`config.mk`:
```
export PLATFORM = sky130hd
export DESIGN_NAME = cache_wb
export DESIGN_NICKNAME = d
export VERILOG_FILES = /design/src/rtl/cache_wb.sv
export SDC_FILE = /design/constraint.sdc
export NUM_CORES = 2
export LEC_CHECK = 0
export CAP_MARGIN = 20
export CORE_ASPECT_RATIO = 1.75
export CORE_MARGIN = 2
export CORE_UTILIZATION = 55
export DETAILED_ROUTE_END_ITERATION = 8
export DONT_BUFFER_PORTS = 1
export GPL_ROUTABILITY_DRIVEN = 0
export PLACE_DENSITY = 0.72
export SLEW_MARGIN = 15
export SYNTH_ARGS = -nofsm -noshare
export SYNTH_HDL_FRONTEND = slang
export SYNTH_SLANG_ARGS = --single-unit
```
`constraint.sdc`:
```
create_clock -name clk -period 9.41 [get_ports clk]
set_input_delay 0.941 -clock clk [delete_from_list [all_inputs] [get_ports clk]]
set_output_delay 0.941 -clock clk [all_outputs]
set_load 0.1 [all_outputs]
```
`src/rtl/cache_wb.sv`:
```
// cache_wb: set-associative write-back data cache between a word-addressed
// processor port and a line-addressed memory port. Lines are 4 x 32-bit words.
// Replacement is FIFO per set. A miss on a dirty victim writes the victim line
// back first and then reads the new line.
//
// Ports
//   clk            clock, rising edge
//   proc_reset_n   asynchronous active-low reset
//   proc_read      processor read request
//   proc_write     processor write request (wins if both are high)
//   proc_addr      word address: [1:0] word offset, [SET_BITS+1:2] set index,
//                  upper bits tag
//   proc_wdata     processor write data
//   proc_rdata     read data, zero unless a read completes this cycle
//   proc_stall     request not complete this cycle
//   mem_read       line read request
//   mem_write      line write request
//   mem_addr       line address
//   mem_wdata      line write data
//   mem_rdata      line read data
//   mem_ready      one-cycle completion pulse from memory
//   hit_cnt        completed hits (only with CACHE_STATS_EN defined)
//   miss_cnt       misses leaving IDLE (only with CACHE_STATS_EN defined)
//
// Build option: define CACHE_STATS_EN to add the hit/miss counters.
//
// state     | meaning
// IDLE      | lookup; hits complete in the same cycle
// WRITEBACK | dirty victim line being written to memory
// ALLOCATE  | requested line being read from memory into the victim way
module cache_wb #(
  parameter int ADDR_W   = 30,
  parameter int SET_BITS = 2,
  parameter int WAYS     = 2
) (
  input  logic              clk,
  input  logic              proc_reset_n,
  input  logic              proc_read,
  input  logic              proc_write,
  input  logic [ADDR_W-1:0] proc_addr,
  input  logic [31:0]       proc_wdata,
  output logic [31:0]       proc_rdata,
  output logic              proc_stall,
  output logic              mem_read,
  output logic              mem_write,
  output logic [ADDR_W-3:0] mem_addr,
  output logic [127:0]      mem_wdata,
  input  logic [127:0]      mem_rdata,
  input  logic              mem_ready
`ifdef CACHE_STATS_EN
  ,
  output logic [31:0]       hit_cnt,
  output logic [31:0]       miss_cnt
`endif
);

  localparam int SETS     = 1 << SET_BITS;
  localparam int TAG_W    = ADDR_W - 2 - SET_BITS;
  localparam int WAY_BITS = (WAYS > 1) ? $clog2(WAYS) : 1;

  typedef enum logic [1:0] {IDLE, WRITEBACK, ALLOCATE} state_t;

  state_t state_q, state_d;

  logic                valid_q [SETS][WAYS];
  logic                dirty_q [SETS][WAYS];
  logic [TAG_W-1:0]    tag_q   [SETS][WAYS];
  logic [127:0]        data_q  [SETS][WAYS];
  logic [WAY_BITS-1:0] fifo_q  [SETS];

  logic [SET_BITS-1:0] idx;
  logic [TAG_W-1:0]    tag_in;
  logic [6:0]          word_lsb;
  logic                req, is_write, is_read;
  logic                hit;
  logic [WAY_BITS-1:0] hit_way, victim_way;
  logic [127:0]        hit_line, wr_line, alloc_line;
  logic [31:0]         hit_word;
  logic                idle_hit_wr, alloc_done;

  assign idx      = proc_addr[SET_BITS+1:2];
  assign tag_in   = proc_addr[ADDR_W-1:SET_BITS+2];
  assign word_lsb = {proc_addr[1:0], 5'b0};
  assign req      = proc_read | proc_write;
  assign is_write = proc_write;
  assign is_read  = proc_read & ~proc_write;

  always_comb begin
    hit     = 1'b0;
    hit_way = '0;
    for (int w = 0; w < WAYS; w++) begin
      if (valid_q[idx][w] && (tag_q[idx][w] == tag_in)) begin
        hit     = 1'b1;
        hit_way = WAY_BITS'(w);
      end
    end
  end

  assign victim_way = fifo_q[idx];
  assign hit_line   = data_q[idx][hit_way];
  assign hit_word   = hit_line[word_lsb +: 32];

  // Line images with the processor word merged at the addressed offset.
  always_comb begin
    wr_line                  = hit_line;
    wr_line[word_lsb +: 32]  = proc_wdata;
    alloc_line               = mem_rdata;
    if (is_write) begin
      alloc_line[word_lsb +: 32] = proc_wdata;
    end
  end

  assign idle_hit_wr = (state_q == IDLE) && is_write && hit;
  assign alloc_done  = (state_q == ALLOCATE) && mem_ready;

  // State register
  always_ff @(posedge clk or negedge proc_reset_n) begin
    if (!proc_reset_n) begin
      state_q <= IDLE;
    end else begin
      state_q <= state_d;
    end
  end

  // Next-state logic
  always_comb begin
    state_d = state_q;
    case (state_q)
      IDLE: begin
        if (req && !hit) begin
          if (valid_q[idx][victim_way] && dirty_q[idx][victim_way]) begin
            state_d = WRITEBACK;
          end else begin
            state_d = ALLOCATE;
          end
        end
      end
      WRITEBACK: if (mem_ready) state_d = ALLOCATE;
      ALLOCATE:  if (mem_ready) state_d = IDLE;
      default:   state_d = IDLE;
    endcase
  end

  // Output logic; everything is held at zero while reset is asserted so an
  // in-flight memory request is dropped immediately.
  always_comb begin
    proc_rdata = '0;
    proc_stall = 1'b0;
    mem_read   = 1'b0;
    mem_write  = 1'b0;
    mem_addr   = '0;
    mem_wdata  = '0;
    if (proc_reset_n) begin
      case (state_q)
        IDLE: begin
          if (req) begin
            if (hit) begin
              if (is_read) proc_rdata = hit_word;
            end else begin
              proc_stall = 1'b1;
            end
          end
        end
        WRITEBACK: begin
          proc_stall = 1'b1;
          mem_write  = 1'b1;
          mem_addr   = {tag_q[idx][victim_way], idx};
          mem_wdata  = data_q[idx][victim_way];
        end
        ALLOCATE: begin
          mem_read   = 1'b1;
          mem_addr   = proc_addr[ADDR_W-1:2];
          proc_stall = ~mem_ready;
          if (mem_ready && is_read) proc_rdata = mem_rdata[word_lsb +: 32];
        end
        default: ;
      endcase
    end
  end

  // Valid/dirty bits and FIFO pointers
  always_ff @(posedge clk or negedge proc_reset_n) begin
    if (!proc_reset_n) begin
      for (int s = 0; s < SETS; s++) begin
        fifo_q[s] <= '0;
        for (int w = 0; w < WAYS; w++) begin
          valid_q[s][w] <= 1'b0;
          dirty_q[s][w] <= 1'b0;
        end
      end
    end else begin
      if (idle_hit_wr) begin
        dirty_q[idx][hit_way] <= 1'b1;
      end
      if (alloc_done) begin
        valid_q[idx][victim_way] <= 1'b1;
        dirty_q[idx][victim_way] <= is_write;
        fifo_q[idx] <= (WAYS == 1) ? '0 : fifo_q[idx] + 1'b1;
      end
    end
  end

  // Tag and data storage carry no reset; valid bits qualify them.
  always_ff @(posedge clk) begin
    if (idle_hit_wr) begin
      data_q[idx][hit_way] <= wr_line;
    end
    if (alloc_done) begin
      data_q[idx][victim_way] <= alloc_line;
      tag_q[idx][victim_way]  <= tag_in;
    end
  end

`ifdef CACHE_STATS_EN
  always_ff @(posedge clk or negedge proc_reset_n) begin
    if (!proc_reset_n) begin
      hit_cnt  <= '0;
      miss_cnt <= '0;
    end else if ((state_q == IDLE) && req) begin
      if (hit) hit_cnt  <= hit_cnt + 32'd1;
      else     miss_cnt <= miss_cnt + 32'd1;
    end
  end
`endif

endmodule

```
==> results.json <==
{
  "status": "finished clean",
  "yosys_warnings": 0,
  "rows": 158,
  "critPathBufInv": 0,
  "core_um2": 106000,
  "final.setup_skew_ns": 0.0466,
  "dpl.hpwl_mm": 110,
  "port_buffers": 0,
  "syn_area_um2": 59000,
  "fmax_mhz": 153,
  "drv_cap": 0,
  "grt_max_degree": 358,
  "path_delay_family": "simple AND/OR/NAND/NOR gates",
  "clock-sinks": 1254,
  "crit_type": "input port to primary output",
  "netlist_top_cells_area": "edfxtp_1, mux4_2, mux2i_1",
  "post_cts_resized": 0,
  "die_h_um": 437,
  "clkSlewWorstSetupHoldPaths_ns": 0.07,
  "rsz0062_at_grt": "no",
  "start_kind": "input port",
  "hold_depth": 0,
  "synth_cell_types": 79,
  "postCtsHoldBufs": 2,
  "num_io_pins": 386,
  "synth_ff_type": "edfxtp_1",
  "yosysSeqAreaShare_pct": 63.7,
  "worst_ep_required_time_ns": 8.47,
  "synth_area_leader_cell": "edfxtp_1",
  "vdd_drop_max_uv": 251,
  "initial_core_util_pct": 55.6,
  "fillers": 7658,
  "min_from": "proc_addr[5]",
  "cts-root-buf": "clkbuf_16",
  "r2r_start": "tag_q[1][17]",
  "synth_cells": 3900,
  "multiInputGateArea_um2": 20800,
  "worstPathCellList": "mux4_2, xnor2_1, nand4_1, nor4b_1, and4b_4, a21oi_2, or4_4, o21ai_2, a221o_1",
  "finalNetCount": 4118,
  "hold_end": "tag_q[3][1]",
  "cp.arrival_ns": 5.62,
  "dieArea_um2": 110000,
  "power_mw": 14.3,
  "post-place-ws_ns": 3.38,
  "finalHoldViolCount": 0,
  "post_cts_buffers": 0,
  "antenna_found_initial": 28,
  "yosysTopAreaCellShare_pct": 62.7,
  "async_flop_share_pct": 1.75,
  "numCtsBuffers": 109,
  "period_needed_ns": 6.56,
  "grt_pass1_wl_mm": 257,
  "setup_viol": 0,
  "htreeDepth": 3,
  "final_max_slew_viol_count": 0,
  "end_kind": "primary output",
  "hp-class": "input port to flip-flop",
  "synth_edf_count": 1232,
  "maxSlewHeadroom_pct": 16.8,
  "ys_seq_elements": 1254,
  "antenna_left": 0,
  "synth_common_cells": "edfxtp_1, nand2_1, mux2i_1, nor2_1, mux4_2",
  "seqCellArea_um2": 37500,
  "setup_ws_ns": 2.85,
  "final.setup.tns_ns": 0,
  "viasPerCell": 6.87,
  "drt-wirelength-per-cell_um": 33.4,
  "drt_iter0_markers": 4453,
  "die_width_um": 252,
  "synth_nets": 4104,
  "p_per_area_nw_per_um2": 218,
  "post-route-period-util_pct": 69.7,
  "clock_latency_ns": 0.77,
  "r2r_slack_ns": 4.52,
  "rr_endpoint": "data_q[1][197]",
  "vias": 37159,
  "slowest_stage": "a221o_1",
  "leakagePower_nw": 22.5,
  "rr_worst_depth": 10,
  "slowest_delay_ns": 0.97,
  "cts_tree": "done",
  "first_global_vias": 36393,
  "synthMostInstantiatedCell": "edfxtp_1",
  "tightestPinTransition_ns": 1.25,
  "area_growth_pct": 11.7,
  "grt-ovfl-total": 0,
  "drc": 0,
  "syn_area_per_cell_um2": 15.1,
  "wl_mm": 180,
  "clk_path_buf_depth": 3,
  "grt.total_usage_pct": 32.6,
  "dr.pass1.iters": 6,
  "crit_path_max_fanout": 357,
  "drive_above_1_share_pct": 23.0
}
[layout by cell type (no fill, tap or decap), types with 13 or more instances in the layout]
cell type	instances
nor2_1	257
clkinv_2	17
buf_4	158
mux4_1	39
dfrtp_1	22
clkinv_1	25
bufinv_16	13
clkbuf_16	113
xnor2_1	34
buf_16	16
diode_2	37
o21ai_0	68
clkbuf_1	13
a22oi_1	22
mux2_2	37
nand2_1	534
mux4_2	283
nor2_2	30
o21ai_1	20
edfxtp_1	1232
mux2i_1	434
a21oi_2	127
a31oi_1	99
a221o_1	30
a21oi_1	139
[how the worst max path moves through the flow]
stage	from	end	slack, ns	cells after the start
floorplan	proc_addr[2]	dirty_q[0]	0.05	11
global placement	proc_addr[2]	proc_rdata[8]	3.45	9
detailed placement	proc_addr[2]	proc_rdata[12]	3.38	9
CTS	tag_q[3][18]	proc_rdata[12]	3.23	9
global route	proc_addr[2]	proc_rdata[8]	2.86	9
finish	proc_addr[2]	proc_rdata[8]	2.85	9
[cell type report]
cell class,instances,share of cell area (%)
inverter,13,0.0741
sequential,1254,57.0
antenna,37,0.141
timing repair buffer,194,3.03
multi-input combinational,2342,31.5
clock inverter,76,1.20
tap,1360,2.58
clock buffer,129,4.40
[layer usage]
metal / part of all wire [%] / global-route usage [%] / up-vias
met5: 0.039 / 0 / -
met4: 6.5 / 19.4 / 14
met3: 13 / 10.1 / 572
met2: 47 / 51.6 / 2665
met1: 33 / 39.5 / 18583
li1: - / - / 15325
[registers in the layout, indices dropped and copies added, names as in the netlist]
register,flops
tag_q,208
dirty_q,8
data_q,1024
fifo_q,4
valid_q,8
state_q,2
[cells by family (layout without fill, tap and decap cells)]
| logic type | count (synthesis) | after routing | synth area share, % |
|---|---|---|---|
| flops | 1254 | 1254 | 63.7 |
| other cells | 0 | 37 | 0 |
| fa+ha+maj | 9 | 9 | 0.191 |
| mux | 800 | 800 | 20.8 |
| xor+xnor | 43 | 43 | 0.639 |
| buf+inv | 304 | 412 | 2.50 |
| compound gates | 573 | 573 | 5.84 |
| simple gates | 917 | 917 | 6.32 |
[through the flow]
step	hold WS, ns	util, %	cell area (µm²)	instances
finish	0.277	62.0	65900	5405
CTS	0.234	61.9	65700	5367
detailed placement	0.448	58.4	62000	5160
global placement	0.445	57.9	61500	5140
global route	0.259	62.0	65800	5403
floorplan	0.434	-	59000	3900
[power by group]
group / internal, mW / leakage (nW) / switching, mW
clock network: 2.57 / 1.77 / 2.08
logic: 0.829 / 9.31 / 2.05
registers: 6.71 / 11.4 / 0.0793
total: 10.1 / 22.5 / 4.21
(Power assumes the default switching activity.)
